--- src/rtl/spike_weight_dispatcher.sv ---
// Streams signed weight rows to a bank of LIF neuron lanes for every spike in the
// captured input vector, plus a one-shot bias row at boot. Optional macro: SKIP_ZERO_EN.
module spike_weight_dispatcher #(
   parameter int unsigned N_IN  = 8,
   parameter int unsigned N_OUT = 4,
   parameter int unsigned AW    = 4
) (
   input  logic                 sys_clk_i,
   input  logic                 rst_i,
   input  logic                 snn_clk_i,
   input  logic [N_IN-1:0]      spikes_in_i,
   input  logic                 wr_en_i,
   input  logic [AW-1:0]        wr_addr_i,
   input  logic [16*N_OUT-1:0]  wr_data_i,
   input  logic                 boot_req_i,
   output logic [16*N_OUT-1:0]  din_o,
   output logic                 data_ready_o,
   output logic                 boot_mode_o,
   output logic                 busy_o,
   output logic                 overrun_o
);

   localparam int unsigned RowW = 16 * N_OUT;

   typedef enum logic [1:0] {StIdle, StCapture, StScan, StBoot} state_e;

   state_e            state_q;
   logic [AW-1:0]     idx_q;
   logic [N_IN-1:0]   spk_q;
   logic [RowW-1:0]   rows_q [N_IN+1];
   logic [RowW-1:0]   din_q;
   logic              dr_q;
   logic              boot_q;
   logic              busy_q;
   logic              ovr_q;

   logic [AW-1:0]     first_idx;
   logic              first_bit;
   logic [AW-1:0]     next_idx;
   logic              next_bit;
   logic              more;
   logic              wr_ok;
   logic [RowW-1:0]   bias_row;

   // Scan sequencing: where a scan starts and which row follows the current one.
`ifdef SKIP_ZERO_EN
   always_comb begin
      first_idx = '0;
      first_bit = 1'b0;
      next_idx  = idx_q;
      next_bit  = 1'b0;
      more      = 1'b0;
      for (int i = int'(N_IN) - 1; i >= 0; i--) begin
         if (spikes_in_i[i]) begin
            first_idx = AW'(i);
            first_bit = 1'b1;
         end
         if (spk_q[i] && (AW'(i) > idx_q)) begin
            next_idx = AW'(i);
            next_bit = 1'b1;
            more     = 1'b1;
         end
      end
   end
`else
   always_comb begin
      first_idx = '0;
      first_bit = spikes_in_i[0];
      next_idx  = idx_q + AW'(1);
      more      = (idx_q != AW'(N_IN - 1));
      next_bit  = 1'b0;
      for (int i = 0; i < int'(N_IN); i++) begin
         if (AW'(i) == next_idx) next_bit = spk_q[i];
      end
   end
`endif

   assign wr_ok = wr_en_i && (state_q == StIdle) && (wr_addr_i <= AW'(N_IN));
   // A bias write in the same cycle as boot_req must reach the boot emission.
   assign bias_row = (wr_ok && (wr_addr_i == AW'(N_IN))) ? wr_data_i : rows_q[N_IN];

   always_ff @(posedge sys_clk_i) begin
      if (rst_i) begin
         state_q <= StIdle;
         idx_q   <= '0;
         spk_q   <= '0;
         din_q   <= '0;
         dr_q    <= 1'b0;
         boot_q  <= 1'b0;
         busy_q  <= 1'b0;
         ovr_q   <= 1'b0;
         for (int r = 0; r <= int'(N_IN); r++) rows_q[r] <= '0;
      end else begin
         if (wr_ok) rows_q[wr_addr_i] <= wr_data_i;
         unique case (state_q)
            StIdle: begin
               dr_q   <= 1'b0;
               boot_q <= 1'b0;
               if (snn_clk_i) begin
                  state_q <= StCapture;
                  busy_q  <= 1'b1;
               end else if (boot_req_i) begin
                  state_q <= StBoot;
                  busy_q  <= 1'b1;
                  din_q   <= bias_row;
                  dr_q    <= 1'b1;
                  boot_q  <= 1'b1;
               end
            end
            StCapture: begin
               spk_q <= spikes_in_i;
               if (snn_clk_i) begin
                  ovr_q <= 1'b1;
                  dr_q  <= 1'b0;
               end else begin
                  state_q <= StScan;
                  idx_q   <= first_idx;
                  dr_q    <= first_bit;
                  if (first_bit) din_q <= rows_q[first_idx];
               end
            end
            StScan: begin
               if (snn_clk_i) begin
                  ovr_q   <= 1'b1;
                  dr_q    <= 1'b0;
                  state_q <= StCapture;
               end else if (more) begin
                  idx_q <= next_idx;
                  dr_q  <= next_bit;
                  if (next_bit) din_q <= rows_q[next_idx];
               end else begin
                  state_q <= StIdle;
                  busy_q  <= 1'b0;
                  dr_q    <= 1'b0;
               end
            end
            StBoot: begin
               dr_q   <= 1'b0;
               boot_q <= 1'b0;
               // A tick landing on the boot cycle is still served rather than lost.
               if (snn_clk_i) begin
                  state_q <= StCapture;
               end else begin
                  state_q <= StIdle;
                  busy_q  <= 1'b0;
               end
            end
         endcase
      end
   end

   assign din_o        = din_q;
   assign data_ready_o = dr_q & ~snn_clk_i;
   assign boot_mode_o  = boot_q;
   assign busy_o       = busy_q;
   assign overrun_o    = ovr_q;

endmodule

--- config.mk ---
export PLATFORM = sky130hd
export DESIGN_NAME = spike_weight_dispatcher
export DESIGN_NICKNAME = d
export VERILOG_FILES = /design/src/rtl/spike_weight_dispatcher.sv
export SDC_FILE = /design/constraint.sdc
export NUM_CORES = 2
export LEC_CHECK = 0
export BUFFER_PORTS_ARGS = -buffer_cell sky130_fd_sc_hd__buf_4
export CORE_ASPECT_RATIO = 0.7
export CORE_MARGIN = 2
export CORE_UTILIZATION = 40
export CTS_BUF_LIST = sky130_fd_sc_hd__clkbuf_2 sky130_fd_sc_hd__clkbuf_4 sky130_fd_sc_hd__clkbuf_8
export DETAILED_ROUTE_END_ITERATION = 6
export PLACE_DENSITY = 0.63
export SLEW_MARGIN = 10
export SYNTH_ARGS = -nofsm -noshare
export SYNTH_HDL_FRONTEND = slang
export SYNTH_SLANG_ARGS = --single-unit
--- constraint.sdc ---
create_clock -name sys_clk_i -period 3.5 [get_ports sys_clk_i]
set_input_delay 0.175 -clock sys_clk_i [delete_from_list [all_inputs] [get_ports sys_clk_i]]
set_output_delay 0.175 -clock sys_clk_i [all_outputs]
set_load 0.02 [all_outputs]
# [After elaboration in Yosys (flattened, before gate mapping)]
# Memory sizes are Yosys's and may differ from the RTL's.
# Cells that the tools add are included.
[totals] mem_count=1 ram_bits=576 ff_bits=82 in_bits=81
[op_classes] addsub=1 reduce_logical=16 eq_ne=23 bitwise=2 mux=49 order_cmp=1
[mem_list] name="rows_q" depth=9 word_bits=64 rd=3 rd_clocked_by_memory_dff=0 wr=9 line="30" rtl="logic [RowW-1:0] rows_q [N_IN+1];"
[ops] operator="two-way mux 64 bit" count=9
[ops] operator="one-hot mux 64 bit (3 select lines)" count=1
[ops] operator="OR reduction 64 bit" count=1
[ops] operator="two-way mux 1 bit" count=25
[ops] operator="inequality test 2 bit, second input constant" count=9
[ops] operator="== test 3 x 4 -> 1 bit, first input constant" count=4
[ops] operator="two-way mux 4 bit" count=4
[ops] operator="two-way mux 2 bit" count=5
[ops] operator="== test 2 x 4 -> 1 bit, first input constant" count=2
[ops] operator="one-hot mux 2 bit (4 select lines)" count=1
[ops] operator="one-hot mux 4 bit (2 select lines)" count=1
[ops] operator="AND reduction 8 bit" count=1
[ops] operator="inequality test 3 bit, second input constant" count=2
[ops] operator="nonzero test 3 bit" count=2
[ops] operator="AND reduction 5 bit" count=1
[ops] operator="adder 4 x 1 -> 4 bit, second input constant" count=1
[ops] operator="== test 1 x 4 -> 1 bit, first input constant" count=1
[ops] operator="== test 2 bit, second input constant" count=2
[ops] operator="== test 4 bit, second input constant" count=1
[ops] operator="less-or-equal comparator 4 bit, second input constant" count=1
[ops] operator="zero test 4 bit" count=1
[ops] operator="inequality test 4 x 3 -> 1 bit, second input constant" count=1
[ops] operator="one-hot mux 1 bit (4 select lines)" count=1
[ops] operator="AND reduction 4 bit" count=1
[ops] operator="11 further kinds" count=14

# [Logic depth before layout (Yosys ltp)]
[logic_depth] depth_word=14 mapped_depth=13 ltp_nobuf=8

# [Least setup slack after synthesis]
# Ideal clock, no wire load.
[synth_timing] kind="register -> register" from="register state_q[0]" to="memory rows_q[8][0] in the netlist's numbering (enable)" period_less_slack_ps=3437 slack_ps=63 arrival_time_ps=2742 t_required_ps=2805 stages_incl_launch_ff=9 path_buffers=2 cell_sequence="dfxtp_1 -> inv_1 -> ha_1 -> nand2_1 -> nor2_1 -> nand3_1 -> buf_2 -> buf_1 -> nand2b_1"
[synth_lines] item="start: declaration" line="27" rtl="state_e state_q;"
[synth_lines] item="start signal: assignment" line="84" rtl="state_q <= StIdle;"
[synth_lines] item="start signal: assignment" line="100" rtl="state_q <= StCapture;"
[synth_lines] item="start signal: assignment" line="103" rtl="state_q <= StBoot;"
[synth_lines] item="end: declaration" line="30"

# [Worst setup path after layout]
[layout_timing] from="register idx_q[1]" to="register din_q[17] (netlist: din_o[17])"
[layout_via] elab_chain_cells=12 elab_cells_between_ends=26 classes_between="add/sub (1); eq/ne (10); mux (12); reduce/logical (2); memory (1)"
[layout_lines] item="start: declaration" line="28" rtl="logic [AW-1:0] idx_q;"
[layout_lines] item="start signal: assignment" line="117" rtl="idx_q <= first_idx;"
[layout_lines] item="start signal: assignment" line="128" rtl="idx_q <= next_idx;"
[layout_lines] item="adder 4 x 1 -> 4 bit" line="69" rtl="next_idx = idx_q + AW'(1);"
[layout_lines] item="zero test 4 bit" line="73" rtl="if (AW'(i) == next_idx) next_bit = spk_q[i];"
[layout_lines] item="two-way mux 1 bit (8 in a row)" line="73"
[layout_lines] item="inequality test 2 bit (no line)"
[layout_lines] item="AND reduction 8 bit (no line)"
[layout_lines] item="end signal: assignment" line="105" rtl="din_q <= bias_row;"
[layout_lines] item="end signal: assignment" line="119" rtl="if (first_bit) din_q <= rows_q[first_idx];"
[layout_lines] item="end signal: assignment" line="130" rtl="if (next_bit) din_q <= rows_q[next_idx];"
[layout_lines] item="end: declaration" line="31" rtl="logic [RowW-1:0] din_q;"
# Parallel ways exist; a longest one is shown, timed or not. The select of a mux whose other input is x is not followed.
# A chain may end at the register's enable or synchronous reset.

==> impl_metrics.toml <==
[critical_path]
cp_slowest_cell = "ha_1"
r2r_end = "din_o[17]"
setup.worst_path.start = "idx_q[1]"
slowest_delay_ps = 580
worst_ep_required_time_ps = 4240
r2r_cells = 8
path_class = "reg2reg"
startpoint_type = "flip-flop"
crit_buf_inv = 1
r2r_slack_ps = 420
worstSetupEndpoint = "din_o[17]"
critPathArrivalTime_ps = 3820
path_depth = 8
r2r_start = "idx_q[1]"
cp_top_family = "compound AO/OA/AOI/OAI gates"
end_kind = "flip-flop"
crit_fanout = 38
path_cells = "ha_1 -> xnor2_4 -> a211oi_2 -> o221ai_2 -> a311oi_4 -> buf_4 -> nor3b_1 -> a221o_1"

[timing]
slew_headroom_pct = 31.6
final_hold_viol_count = 0
final_max_slew_viol_count = 0
clock.fmax_mhz = 324
timing.setup.tns_ps = 0
max_slew.worst_pin.slew_ps = 1030
clock_skew_ps = 32.0
final.min_clock_period_ps = 3080
rsz0062_at_grt = "no"
finalCritPeriodShare_pct = 88.1
setup_viol = 0

[layout]
fin_cells = 5870
drive_above_1_share_pct = 15.6
utilization_pct = 48.0
fin_nets = 4252
areaGrowthSynthToFinish_pct = 19.1

[floorplanning]
rows = 106
die_width_um = 418
die_y_um = 294
die_area_sq_um = 123000
core_sq_um = 119000
initial_core_util_pct = 40.3
ios = 149

[logic_synthesis]
yosys.area.top_type = "edfxtp_1"
syn_area_per_cell_sq_um = 13.8
synth_top_cell_area_share_pct = 64.0
synth_warnings = 0
synth_cell_type_count = 51
synth_edf_count = 1024
synthesis.instances = 3493
postSynth.asyncResetShare_pct = 0
netlist_area_sq_um = 48100
ys.flop_type = "edfxtp_1"
synth-seq-area-share_pct = 67.4
ys_top_cells_by_area = "edfxtp_1, and2_1, mux4_2"
ys_ff_latch = 1106

[drt]
drc = 0
finalWirelength_um = 126000
routedWlPerCell_um = 21.4
drt_first_pass_iters = 7
via_per_inst = 5.14
route.vias.total = 30200
drtIter0Drc = 2968
ant_nets = 0

[global_routing]
track_usage_pct = 20.5
grt_pass1_vias = 30000
antenna_found_initial = 7
grt_max_degree = 175
overflow = 0
grt_pass1_wl_um = 189000

[placement]
dp_hpwl_um = 69100
dpl.cell_count = 5473
place.gp.congestion = 0.794
io_buffers = 148

[clock_tree]
cts-root-buf = "clkbuf_8"
cts_buffers = 174
post_cts.repair.setup_buffers = 0
cts_max_level = 4
cts_tree = "yes"
insertion_delay_ps = 870
cts.clk_slew.worst_paths_ps = 60
cts.sinks = 1106
clockBufferDepth = 3

[pwr]
ir_drop_v = 0.000248
power_leakage_nw = 21.9
power_density_nw_per_um2 = 513

[worst_hold_path]
min_path_type = "in2reg"

[run]
drv_cap = 0

[run_status]
status = "finished clean"
final cells by class:
| type | instances | area (sq um) |
|---|---|---|
| fillers | 10500 | 62100 |
| well taps | 1566 | 1960 |
| flip-flops and latches | 1106 | 32400 |
| clock buffers | 267 | 3200 |
| clock inverters | 48 | 274 |
| diodes | 4 | 10.0 |
| multi-input cells | 2572 | 16400 |
| inverters | 8 | 30.0 |
| repair buffers | 299 | 2970 |
kinds of logic (layout without fill, tap and decap cells):
logic type | Yosys count | count (layout) | share of synthesized area, %
and+or+nand+nor | 1616 | 1616 | 17.0
DFF | 1106 | 1106 | 67.4
muxes | 266 | 266 | 8.87
buffers and inverters | 262 | 622 | 2.36
AOI/OAI and AO/OA | 229 | 229 | 4.03
adders and majority gates | 10 | 10 | 0.260
xor gates and xnor gates | 3 | 3 | 0.0859
other | 1 | 452 | 0.00780
per-layer routing:
layer	vias to the layer above	share of wire (%)	GRT usage [%]
li1	13800	-	-
met1	15100	45	29.0
met2	1046	46	32.0
met3	195	6.8	3.54
met4	8	2.4	6.90
met5	-	0.037	0
state kept, by name, indices dropped and copies added, names as in the netlist:
register     count
overrun_o        1
busy_o           1
rows_q        1024
idx_q            4
state_q          2
spk_q            8
boot_mode_o      1
dr_q             1
din_o           64
worst register-to-register path: stages (launching register included):
cell	delay, ps
dfxtp_1	500
ha_1	580
xnor2_4	180
a211oi_2	210
o221ai_2	170
a311oi_4	390
buf_4	500
nor3b_1	160
a221o_1	280
stage by stage:
| stage | power (mW) | setup slack, ps | instance area [sq um] | hold WS, ps |
|---|---|---|---|---|
| final | 29.4 | 417 | 57300 | 79.9 |
| after detailed placement | 18.5 | 497 | 53000 | 453 |
| after floorplan | 17.3 | 62.9 | 49800 | 274 |
| after global routing | 30.5 | 278 | 57300 | 127 |
| after CTS | 29.7 | 461 | 57200 | 22.7 |
| after global placement | 18.5 | 591 | 53000 | 446 |
cell usage after synthesis (all sizes together), types with 2 or more instances:
library cell	n
a31oi	2
clkbuf	174
a221oi	2
a22oi	63
nor3	6
a221o	65
a32oi	66
o21ai	8
mux4	128
or2	9
nand4	66
inv	8
dfxtp	82
nand3	128
and2	579
nor2	93
nand3b	2
nor3b	65
nand2b	6
mux2i	137
o31ai	2
xor2	2
nor2b	6
ha	10
nand2	652
buf	80
edfxtp	1024
a211oi	2
a21oi	11
worst min path at each step:
stage | from | endpoint | slack (ps) | depth (start not counted)
2_1_floorplan | wr_data_i[0] | rows_q[10][0] | 270 | 0
3_3_place_gp | spikes_in_i[1] | spk_q[1] | 450 | 3
3_5_place_dp | spikes_in_i[1] | spk_q[1] | 450 | 3
4_1_cts | wr_addr_i[3] | din_o[12] | 20 | 5
5_1_grt | wr_addr_i[3] | din_o[9] | 130 | 5
6_report | wr_addr_i[3] | din_o[12] | 80 | 5
report_power, final:
| group | total (mW) | switching (mW) | internal [mW] |
|---|---|---|---|
| combinational | 2.75 | 1.77 | 0.983 |
| clock | 11.0 | 5.10 | 5.95 |
| sequential | 15.6 | 0.313 | 15.3 |
| total | 29.4 | 7.18 | 22.2 |
layout by cell type (no fill, tap or decap), types with 3 or more instances in the layout:
cell type      netlist  layout
nor2b_1              6       5
edfxtp_1          1024    1024
buf_12               0      42
and2_1             579     577
a32oi_1             66      66
o21ai_0              8       8
inv_1                8       8
buf_4                2     179
a221o_1             65      65
nand2_1            652     652
a21oi_1             11      11
mux2i_1            137     137
a22oi_1             63      63
clkbuf_4             0      76
nand3_1            128     127
clkbuf_8             0     191
clkinvlp_4           0       4
nand2b_1             6       5
clkinv_1             0      30
dfxtp_1             82      81
mux4_2             128     128
clkinv_2             0       9
dlygate4sd3_1        0      78
nor2_1              91      83
or2_4                0       8
conb_1               1     448
nor3_1               6       4
diode_2              0       4
nor2_4               0      10
nand4_1             66      66
inv_6                0       3
nor3b_1             64      64
ha_1                10       8
timing repair:
action | CTS | global route
hold buffers | 78 | 0
endpoints found under the hold margin | 1106 | 0
gates resized for setup | 0 | 0
endpoints found under the setup margin | 0 | 0
No activity file was read; power rests on OpenSTA's default activity.
